[src/rtl/plab4_net_sd_pkg.sv]
// Shared sizing helpers and default scheduler settings for the
// security-domain-partitioned router input port.
package plab4_net_sd_pkg;

  localparam int c_default_slot_cycles = 1;
  localparam int c_default_dead_cycles = 0;

  // Bit width needed to index n items, never less than one bit.
  function automatic int nbits(input int n);
    return (n > 1) ? $clog2(n) : 1;
  endfunction

endpackage

[src/rtl/plab4_net_sd_sched.sv]
// Time-slot scheduler: rotates dequeue ownership across domains and marks
// the dead window at the tail of every slot.
module plab4_net_sd_sched
  import plab4_net_sd_pkg::*;
#(
  parameter int p_num_domains = 2,
  parameter int p_slot_cycles = c_default_slot_cycles,
  parameter int p_dead_cycles = c_default_dead_cycles,
  parameter int c_sd_nbits    = nbits(p_num_domains)
) (
  input  logic                  clk,
  input  logic                  reset,
  output logic [c_sd_nbits-1:0] cur_sd,
  output logic                  slot_last,
  output logic                  dead
);

  localparam int c_slot_nbits = nbits(p_slot_cycles);

  logic [c_slot_nbits-1:0] slot_cnt_q, slot_cnt_d;
  logic [c_sd_nbits-1:0]   cur_sd_q, cur_sd_d;

  assign slot_last = (slot_cnt_q == c_slot_nbits'(p_slot_cycles - 1));
  assign dead      = (32'(slot_cnt_q) >= 32'(p_slot_cycles - p_dead_cycles));
  assign cur_sd    = cur_sd_q;

  // NOTE: every combinational output gets a default first so no latch is inferred.
  always_comb begin
    slot_cnt_d = slot_cnt_q + c_slot_nbits'(1);
    cur_sd_d   = cur_sd_q;
    if (slot_last) begin
      slot_cnt_d = '0;
      cur_sd_d   = (cur_sd_q == c_sd_nbits'(p_num_domains - 1))
                   ? '0 : cur_sd_q + c_sd_nbits'(1);
    end
  end

  // NOTE: sequential state uses non-blocking assignments only.
  always_ff @(posedge clk) begin
    if (!reset) begin
      slot_cnt_q <= '0;
      cur_sd_q   <= '0;
    end else begin
      slot_cnt_q <= slot_cnt_d;
      cur_sd_q   <= cur_sd_d;
    end
  end

endmodule

[src/rtl/plab4_net_sd_input_port.sv]
// Router input port with one FIFO per security domain; enqueue is steered by
// in_sd, dequeue is owned by the scheduled domain only.
module plab4_net_sd_input_port
  import plab4_net_sd_pkg::*;
#(
  parameter int p_msg_nbits   = 44,
  parameter int p_num_domains = 2,
  parameter int p_num_msgs    = 4,
  parameter int p_slot_cycles = c_default_slot_cycles,
  parameter int p_dead_cycles = c_default_dead_cycles,
  parameter int c_sd_nbits    = nbits(p_num_domains),
  parameter int c_cnt_nbits   = $clog2(p_num_msgs + 1)
) (
  input  logic                   clk,
  input  logic                   reset,
  input  logic                   in_val,
  output logic                   in_rdy,
  input  logic [p_msg_nbits-1:0] in_msg,
  input  logic [c_sd_nbits-1:0]  in_sd,
  output logic                   deq_val,
  input  logic                   deq_rdy,
  output logic [p_msg_nbits-1:0] deq_msg,
  output logic [c_sd_nbits-1:0]  cur_sd,
  output logic [c_cnt_nbits-1:0] num_free,
  output logic                   slot_last
);

  localparam int c_ptr_nbits = nbits(p_num_msgs);

  logic [p_num_domains-1:0] fifo_full;
  logic [p_num_domains-1:0] fifo_empty;
  logic [c_cnt_nbits-1:0]   fifo_cnt  [p_num_domains];
  logic [p_msg_nbits-1:0]   fifo_head [p_num_domains];

  logic                   dead;
  logic                   in_sd_ok;
  logic                   in_full;
  logic                   cur_empty;
  logic [c_cnt_nbits-1:0] cur_cnt;
  logic                   enq_fire;
  logic                   deq_fire;

  plab4_net_sd_sched #(
    .p_num_domains (p_num_domains),
    .p_slot_cycles (p_slot_cycles),
    .p_dead_cycles (p_dead_cycles),
    .c_sd_nbits    (c_sd_nbits)
  ) u_sched (
    .clk       (clk),
    .reset     (reset),
    .cur_sd    (cur_sd),
    .slot_last (slot_last),
    .dead      (dead)
  );

  // Two independent selectors keep in_rdy tied to FIFO[in_sd] and every
  // dequeue-side output tied to FIFO[cur_sd] only.
  always_comb begin
    in_sd_ok  = 1'b0;
    in_full   = 1'b1;
    cur_empty = 1'b1;
    cur_cnt   = '0;
    deq_msg   = '0;
    for (int d = 0; d < p_num_domains; d++) begin
      if (in_sd == c_sd_nbits'(d)) begin
        in_sd_ok = 1'b1;
        in_full  = fifo_full[d];
      end
      if (cur_sd == c_sd_nbits'(d)) begin
        cur_empty = fifo_empty[d];
        cur_cnt   = fifo_cnt[d];
        deq_msg   = fifo_head[d];
      end
    end
  end

  assign in_rdy   = reset & in_sd_ok & ~in_full;
  assign deq_val  = reset & ~cur_empty & ~dead;
  assign enq_fire = in_val & in_rdy;
  assign deq_fire = deq_val & deq_rdy;
  assign num_free = c_cnt_nbits'(p_num_msgs) - cur_cnt;

  for (genvar d = 0; d < p_num_domains; d++) begin : g_fifo
    logic [p_msg_nbits-1:0] mem_q [p_num_msgs];
    logic [c_ptr_nbits-1:0] head_q, tail_q;
    logic [c_cnt_nbits-1:0] cnt_q;
    logic                   enq, deq;

    assign enq = enq_fire & (in_sd == c_sd_nbits'(d));
    assign deq = deq_fire & (cur_sd == c_sd_nbits'(d));

    assign fifo_full[d]  = (cnt_q == c_cnt_nbits'(p_num_msgs));
    assign fifo_empty[d] = (cnt_q == '0);
    assign fifo_cnt[d]   = cnt_q;
    assign fifo_head[d]  = mem_q[head_q];

    always_ff @(posedge clk) begin
      if (!reset) begin
        head_q <= '0;
        tail_q <= '0;
        cnt_q  <= '0;
      end else begin
        if (enq)
          tail_q <= (tail_q == c_ptr_nbits'(p_num_msgs - 1))
                    ? '0 : tail_q + c_ptr_nbits'(1);
        if (deq)
          head_q <= (head_q == c_ptr_nbits'(p_num_msgs - 1))
                    ? '0 : head_q + c_ptr_nbits'(1);
        case ({enq, deq})
          2'b10:   cnt_q <= cnt_q + c_cnt_nbits'(1);
          2'b01:   cnt_q <= cnt_q - c_cnt_nbits'(1);
          default: cnt_q <= cnt_q;
        endcase
      end
    end

    // NOTE: storage is not reset; occupancy comes only from the counters.
    always_ff @(posedge clk) begin
      if (enq) mem_q[tail_q] <= in_msg;
    end
  end

endmodule

[config.mk]
export PLATFORM = sky130hd
export DESIGN_NAME = plab4_net_sd_input_port
export DESIGN_NICKNAME = d
export VERILOG_FILES = /design/src/rtl/plab4_net_sd_pkg.sv /design/src/rtl/plab4_net_sd_sched.sv /design/src/rtl/plab4_net_sd_input_port.sv
export SDC_FILE = /design/constraint.sdc
export NUM_CORES = 1
export LEC_CHECK = 0
export CORE_MARGIN = 2
export CORE_UTILIZATION = 30
export DETAILED_ROUTE_END_ITERATION = 6
export PLACE_DENSITY = 0.51
export SETUP_SLACK_MARGIN = 0.02
export SYNTH_ARGS = -nofsm -noshare
export SYNTH_HDL_FRONTEND = slang
export SYNTH_SLANG_ARGS = --single-unit
[constraint.sdc]
create_clock -name clk -period 3.9 [get_ports clk]
set_input_delay 0.975 -clock clk [delete_from_list [all_inputs] [get_ports clk]]
set_output_delay 0.975 -clock clk [all_outputs]
set_load 0.01 [all_outputs]
Word level (Yosys, flattened, before mapping). Memory sizes are Yosys's and may differ from the RTL's. A register that Yosys moved wholly into a read port is not among the register bits. Cells that the tools add are included.

Flip-flop bits (word level): 16. RAM bits: 352. Output and inout port bits: 51. Logic and storage cells: 71. Memories: 2.

Memories: g_fifo[0].mem_q (words 4, width 44, read ports 1, clocked after memory_dff 1, wr ports 1, RTL line plab4_net_sd_input_port.sv:84) `logic [p_msg_nbits-1:0] mem_q [p_num_msgs];`; g_fifo[1].mem_q (words 4, width 44, read ports 1, clocked after memory_dff 1, wr ports 1, RTL line plab4_net_sd_input_port.sv:84).

$add $sub $neg: 11. $lt $le $gt $ge: 1. Eq/ne operators: 10. Muxes and demuxes: 19. Bitwise gates (word level): 15. Reductions and logical operators: 5.

Operator list (count): $mux 44 (1); $mux 2 (8); $eq 2x2->1 const B (6); $pmux 3 s2 (2); $and 1x1->1 (9); $add 2x1->2 const B (4); $mux 1 (7); $add 3x1->3 const B (2); $eq 3x3->1 const B (2); $logic_not 3->1 (2); $not 1->1 (6); $sub 3x1->3 const B (2); $eq 2x1->1 const B (2); $reduce_bool 2->1 (2); $mux 3 (1); $sub 3x3->3 const A (1); $add 1x1->1 const B (2); $reduce_and 2->1 (1); $ge 1x1->1 const B (1).

Depth between registers and ports, before layout.
Depth in word-level cells: 9. Mapped depth: 10. Depth with buffers taken out: 9.

Cells and area by module. A second synthesis with hierarchy kept.

Cells, all modules: 735. Area, all modules: 14687.8 um2.

By module, submodules not included: plab4_net_sd_input_port (times used 1, cells an instance 729, area an instance 14625.3 um2, seq. area each 10930.5 um2); plab4_net_sd_sched (times used 1, cells an instance 6, area an instance 62.6 um2, seq. area each 40.0 um2).

Least setup slack after synthesis. Ideal clock, no wire load.

Path kind: input -> register. From: input port reset. To: memory g_fifo[0].mem_q[3][0] (enable). Library setup time: 406 ps. Data arrival time: 2696 ps. Required time: 3494 ps. Path slack: 798 ps. Cell stages on the path: 4. Path through: buf_2 nand2_1 nor3_2 and2_1.

Longest elaborated chain between the ends: 5.

RTL lines: start, declared (RTL line plab4_net_sd_input_port.sv:15) `input logic reset,`; $and 1x1->1 (RTL line plab4_net_sd_input_port.sv:77) `assign in_rdy = reset & in_sd_ok & ~in_full;`; $and 1x1->1 (RTL line plab4_net_sd_input_port.sv:79) `assign enq_fire = in_val & in_rdy;`; $and 1x1->1 (RTL line plab4_net_sd_input_port.sv:89) `assign enq = enq_fire & (in_sd == c_sd_nbits'(d));`; $mux 1 (RTL line plab4_net_sd_input_port.sv:119) `if (enq) mem_q[tail_q] <= in_msg;`; $mux 1 (not written as such) (RTL line plab4_net_sd_input_port.sv:119); end, declared (RTL line plab4_net_sd_input_port.sv:84).

Every way passes these cells.

==> flow_metrics.env <==
export IMPL_run_status="finished clean"
export IMPL_report_final_slew_viol_count=0
export IMPL_worst_path_largest_cell_delay_ns=0.66
export IMPL_grt_pass1_vias=7412
export IMPL_numPlacedInstances=1450
export IMPL_drt_iter0_drc=445
export IMPL_synthDominantAreaCellType="sky130_fd_sc_hd__edfxtp_1"
export IMPL_cts_root_buffer="sky130_fd_sc_hd__clkbuf_16"
export IMPL_place_detailed_hpwl_mm=18.3
export IMPL_reg2reg_depth=9
export IMPL_final_area_um2=17900
export IMPL_largest_net_degree_at_the_start_of_global_routing=45
export IMPL_grt_first_pass_wirelength_mm=47.5
export IMPL_yosys_cell_count_top_type="sky130_fd_sc_hd__edfxtp_1"
export IMPL_clock_sinks=372
export IMPL_pin_count=100
export IMPL_full_die_area_um2=50900
export IMPL_synth_edf_count=352
export IMPL_worstSetupPathType="flop to output pin"
export IMPL_path_max_fanout=20
export IMPL_core_area_um2=48600
export IMPL_post_cts_buffers=0
export IMPL_worstMarginPinSlew_ns=0.597
export IMPL_detail_route_vias_per_cell=4.62
export IMPL_die_width_um=226
export IMPL_num_nets_final=934
export IMPL_r2r_end="g_fifo[1].cnt_q[2]$_SDFFE_PN0P_"
export IMPL_cp_depth=5
export IMPL_min_path_cells=2
export IMPL_die_h_um=226
export IMPL_vdd_ir_drop_max_mv=0.261
export IMPL_final_cell_count_no_fill=1523
export IMPL_max_cap_violation_count=0
export IMPL_first_pass_iters=4
export IMPL_total_leakage_power_nw=5.38
export IMPL_min_delay_path_class="flop to flop"
export IMPL_gr_usage_all_layers_pct=12.6
export IMPL_finalCritPeriodShare_pct=94.8
export IMPL_worst_skew_pair_late_latency_ns=0.53
export IMPL_start_util_pct=30.3
export IMPL_synthCells=736
export IMPL_clkSlewWorstSetupHoldPaths_ns=0.06
export IMPL_pwr_density_cell_nw_per_um2=473
export IMPL_ys_seq_area_share_pct=74.5
export IMPL_design_power_total_mw=8.44
export IMPL_post_synth_main_area_contributors="sky130_fd_sc_hd__edfxtp_1 (72%), sky130_fd_sc_hd__mux2i_1 (6.5%), sky130_fd_sc_hd__mux4_2 (6.1%), sky130_fd_sc_hd__o221ai_2 (4.1%), sky130_fd_sc_hd__dfxtp_1 (2.7%)"
export IMPL_area_growth_syn_to_layout_pct=21.3
export IMPL_cts_buffers_inserted=40
export IMPL_globalRoute_totalOverflow=0
export IMPL_slew_limit_headroom_pct=60.2
export IMPL_grt_setup_unrepaired="false"
export IMPL_number_of_drc_violations_after_detailed_routing=0
export IMPL_yosysTopAreaCellShare_pct=71.8
export IMPL_routability_cong=0.710
export IMPL_drt_wl_total_mm=31.6
export IMPL_post_route_cells_drive_above_1_share_pct=20.2
export IMPL_crit_slowest_cell="sky130_fd_sc_hd__dfxtp_4"
export IMPL_dominantRegCellSynth="sky130_fd_sc_hd__edfxtp_1"
export IMPL_ctsHoldBuffers=0
export IMPL_postPlaceCellArea_um2=16700
export IMPL_ff2ff_setup_slack_ns=1.28
export IMPL_cp_top_family="buffers and inverters"
export IMPL_crit_path_end_kind="output pin"
export IMPL_whs_ns=0.486
export IMPL_setup_viol_count_final=0
export IMPL_tritoncts="done"
export IMPL_fp_row_count=81
export IMPL_startpoint_type="flop"
export IMPL_number_of_failing_hold_endpoints_at_the_final_stage=0
export IMPL_worstHoldStart="g_fifo[1].head_q[1]$_SDFFE_PN0P_"
export IMPL_yosys_warnings=0
export IMPL_synth_cell_area_um2=14700
export IMPL_fin_crit_ns=3.70
export IMPL_routedWlPerCell_um=20.7
export IMPL_htree_num_levels=2
export IMPL_number_of_nets_with_antenna_violations_after_routing=0
export IMPL_syn_num_nets=800
export IMPL_worst_endpoint_required_ns=2.92
export IMPL_worst_r2r_startpoint="u_sched.cur_sd$_SDFFE_PN0N_"
export IMPL_worst_skew_ns=0.0113
export IMPL_routed_via_count=7043
export IMPL_numPortBuffers=99
export IMPL_totalNegativeSetupSlack_ns=0
export IMPL_worst_ep_arrival_time_ns=2.72
export IMPL_mean_instance_size_in_the_synthesized_netlist_um2=20.0
export IMPL_critical_path_cell_chain="buf_12 > mux4_2 > nand2_1 > o221ai_2 > clkdlybuf4s50_1"
export IMPL_initial_antenna_violation_count=5
export IMPL_postSynth_asyncResetShare_pct=0
export IMPL_cts_root_to_sink_buffers=3
export IMPL_synth_ff_latch_count=372
export IMPL_ctsResizeCount=0
export IMPL_netlist_top_cells_count="sky130_fd_sc_hd__edfxtp_1 (352), sky130_fd_sc_hd__mux2i_1 (95), sky130_fd_sc_hd__nand2_1 (58)"
export IMPL_maxClockFrequency_ghz=0.270
export IMPL_yosys_cell_types_count=43
export IMPL_timing_critical_path_buf_inv=2
## metal layers
layer | share of wire (%) | vias to the layer above | global-route usage (%) | wire length [um]
li1 | - | 3229 | - | -
met1 | 47 | 3619 | 17.6 | 14800
met2 | 46 | 127 | 20.0 | 14700
met3 | 4.7 | 58 | 2.89 | 1490
met4 | 1.8 | 10 | 3.18 | 578
met5 | 0.21 | - | 0 | 66
## cells in the final DEF (no fill, tap or decap), types with 4 or more instances in the layout
cell and instances:
sky130_fd_sc_hd__and2_2 6, sky130_fd_sc_hd__buf_12 18, sky130_fd_sc_hd__buf_4 13, sky130_fd_sc_hd__clkinv_1 8, sky130_fd_sc_hd__mux2i_1 95, sky130_fd_sc_hd__xnor2_1 4
sky130_fd_sc_hd__mux4_2 40, sky130_fd_sc_hd__and2_1 5, sky130_fd_sc_hd__clkdlybuf4s50_1 99, sky130_fd_sc_hd__nand2_1 58, sky130_fd_sc_hd__clkbuf_16 41, sky130_fd_sc_hd__o21ai_0 4
sky130_fd_sc_hd__o221ai_1 4, sky130_fd_sc_hd__mux4_1 4, sky130_fd_sc_hd__clkbuf_1 16, sky130_fd_sc_hd__ha_1 13, sky130_fd_sc_hd__dfxtp_1 16, sky130_fd_sc_hd__edfxtp_1 352
sky130_fd_sc_hd__o221ai_2 40, sky130_fd_sc_hd__inv_1 18
## cells by family after synthesis
family / after synthesis / synth area share [%]
flip-flops: 372 / 74.5
multiplexers: 139 / 13.3
AND/OR/NAND/NOR: 92 / 3.17
buffers and inverters: 56 / 2.39
AO/OA/AOI/OAI: 55 / 4.85
adder cells (fa/ha/maj): 15 / 1.38
XOR/XNOR: 6 / 0.357
other: 1 / 0.0255
## stage by stage
stage / worst slack (ns) / utilization, %
2_1_floorplan: 0.798 / -
3_3_place_gp: 0.446 / 34.3
3_5_place_dp: 0.420 / 34.3
4_1_cts: 0.0998 / 36.7
5_1_grt: 0.0355 / 36.7
6_report: 0.203 / 36.7
## where the power goes
part           total [mW]  internal, mW  switching, mW
clock network        3.40          1.94           1.46
logic               0.581         0.279          0.302
registers            4.46          4.43         0.0291
## worst max path at each step
stage	start	to	slack (ns)
global route	flop	deq_msg[27]	0.04
floorplan	reset	g_fifo[0].mem_q[3][0]$_DFFE_PP_	0.80
detailed placement	reset	g_fifo[1].cnt_q[2]$_SDFFE_PN0P_	0.42
finish	flop	deq_msg[21]	0.20
global placement	reset	g_fifo[1].cnt_q[2]$_SDFFE_PN0P_	0.45
CTS	flop	deq_msg[21]	0.1
## tightest hold or removal path, cell delays in order, from the launching register on
cell,delay (ns)
sky130_fd_sc_hd__dfxtp_1,0.31
sky130_fd_sc_hd__nand2_1,0.08
sky130_fd_sc_hd__o21ai_2,0.06
## registers in the layout, indices dropped and copies added (netlist names), named ones only
register / count
g_fifo.mem_q: 352
g_fifo.cnt_q: 6
g_fifo.head_q: 4
g_fifo.tail_q: 4
u_sched.cur_sd: 1
u_sched.slot_cnt_q: 1
## final cells by class
cell class / count / area (um2)
fillers: 4513 / 30800
clock inverters: 14 / 71.3
flip-flops and latches: 372 / 11000
inverters: 18 / 67.6
repair buffers: 130 / 1450
clock buffers: 57 / 1090
diodes: 2 / 5.00
multi-input cells: 308 / 3420
well taps: 622 / 778
Note: power is estimated with default switching activity, not from simulation.
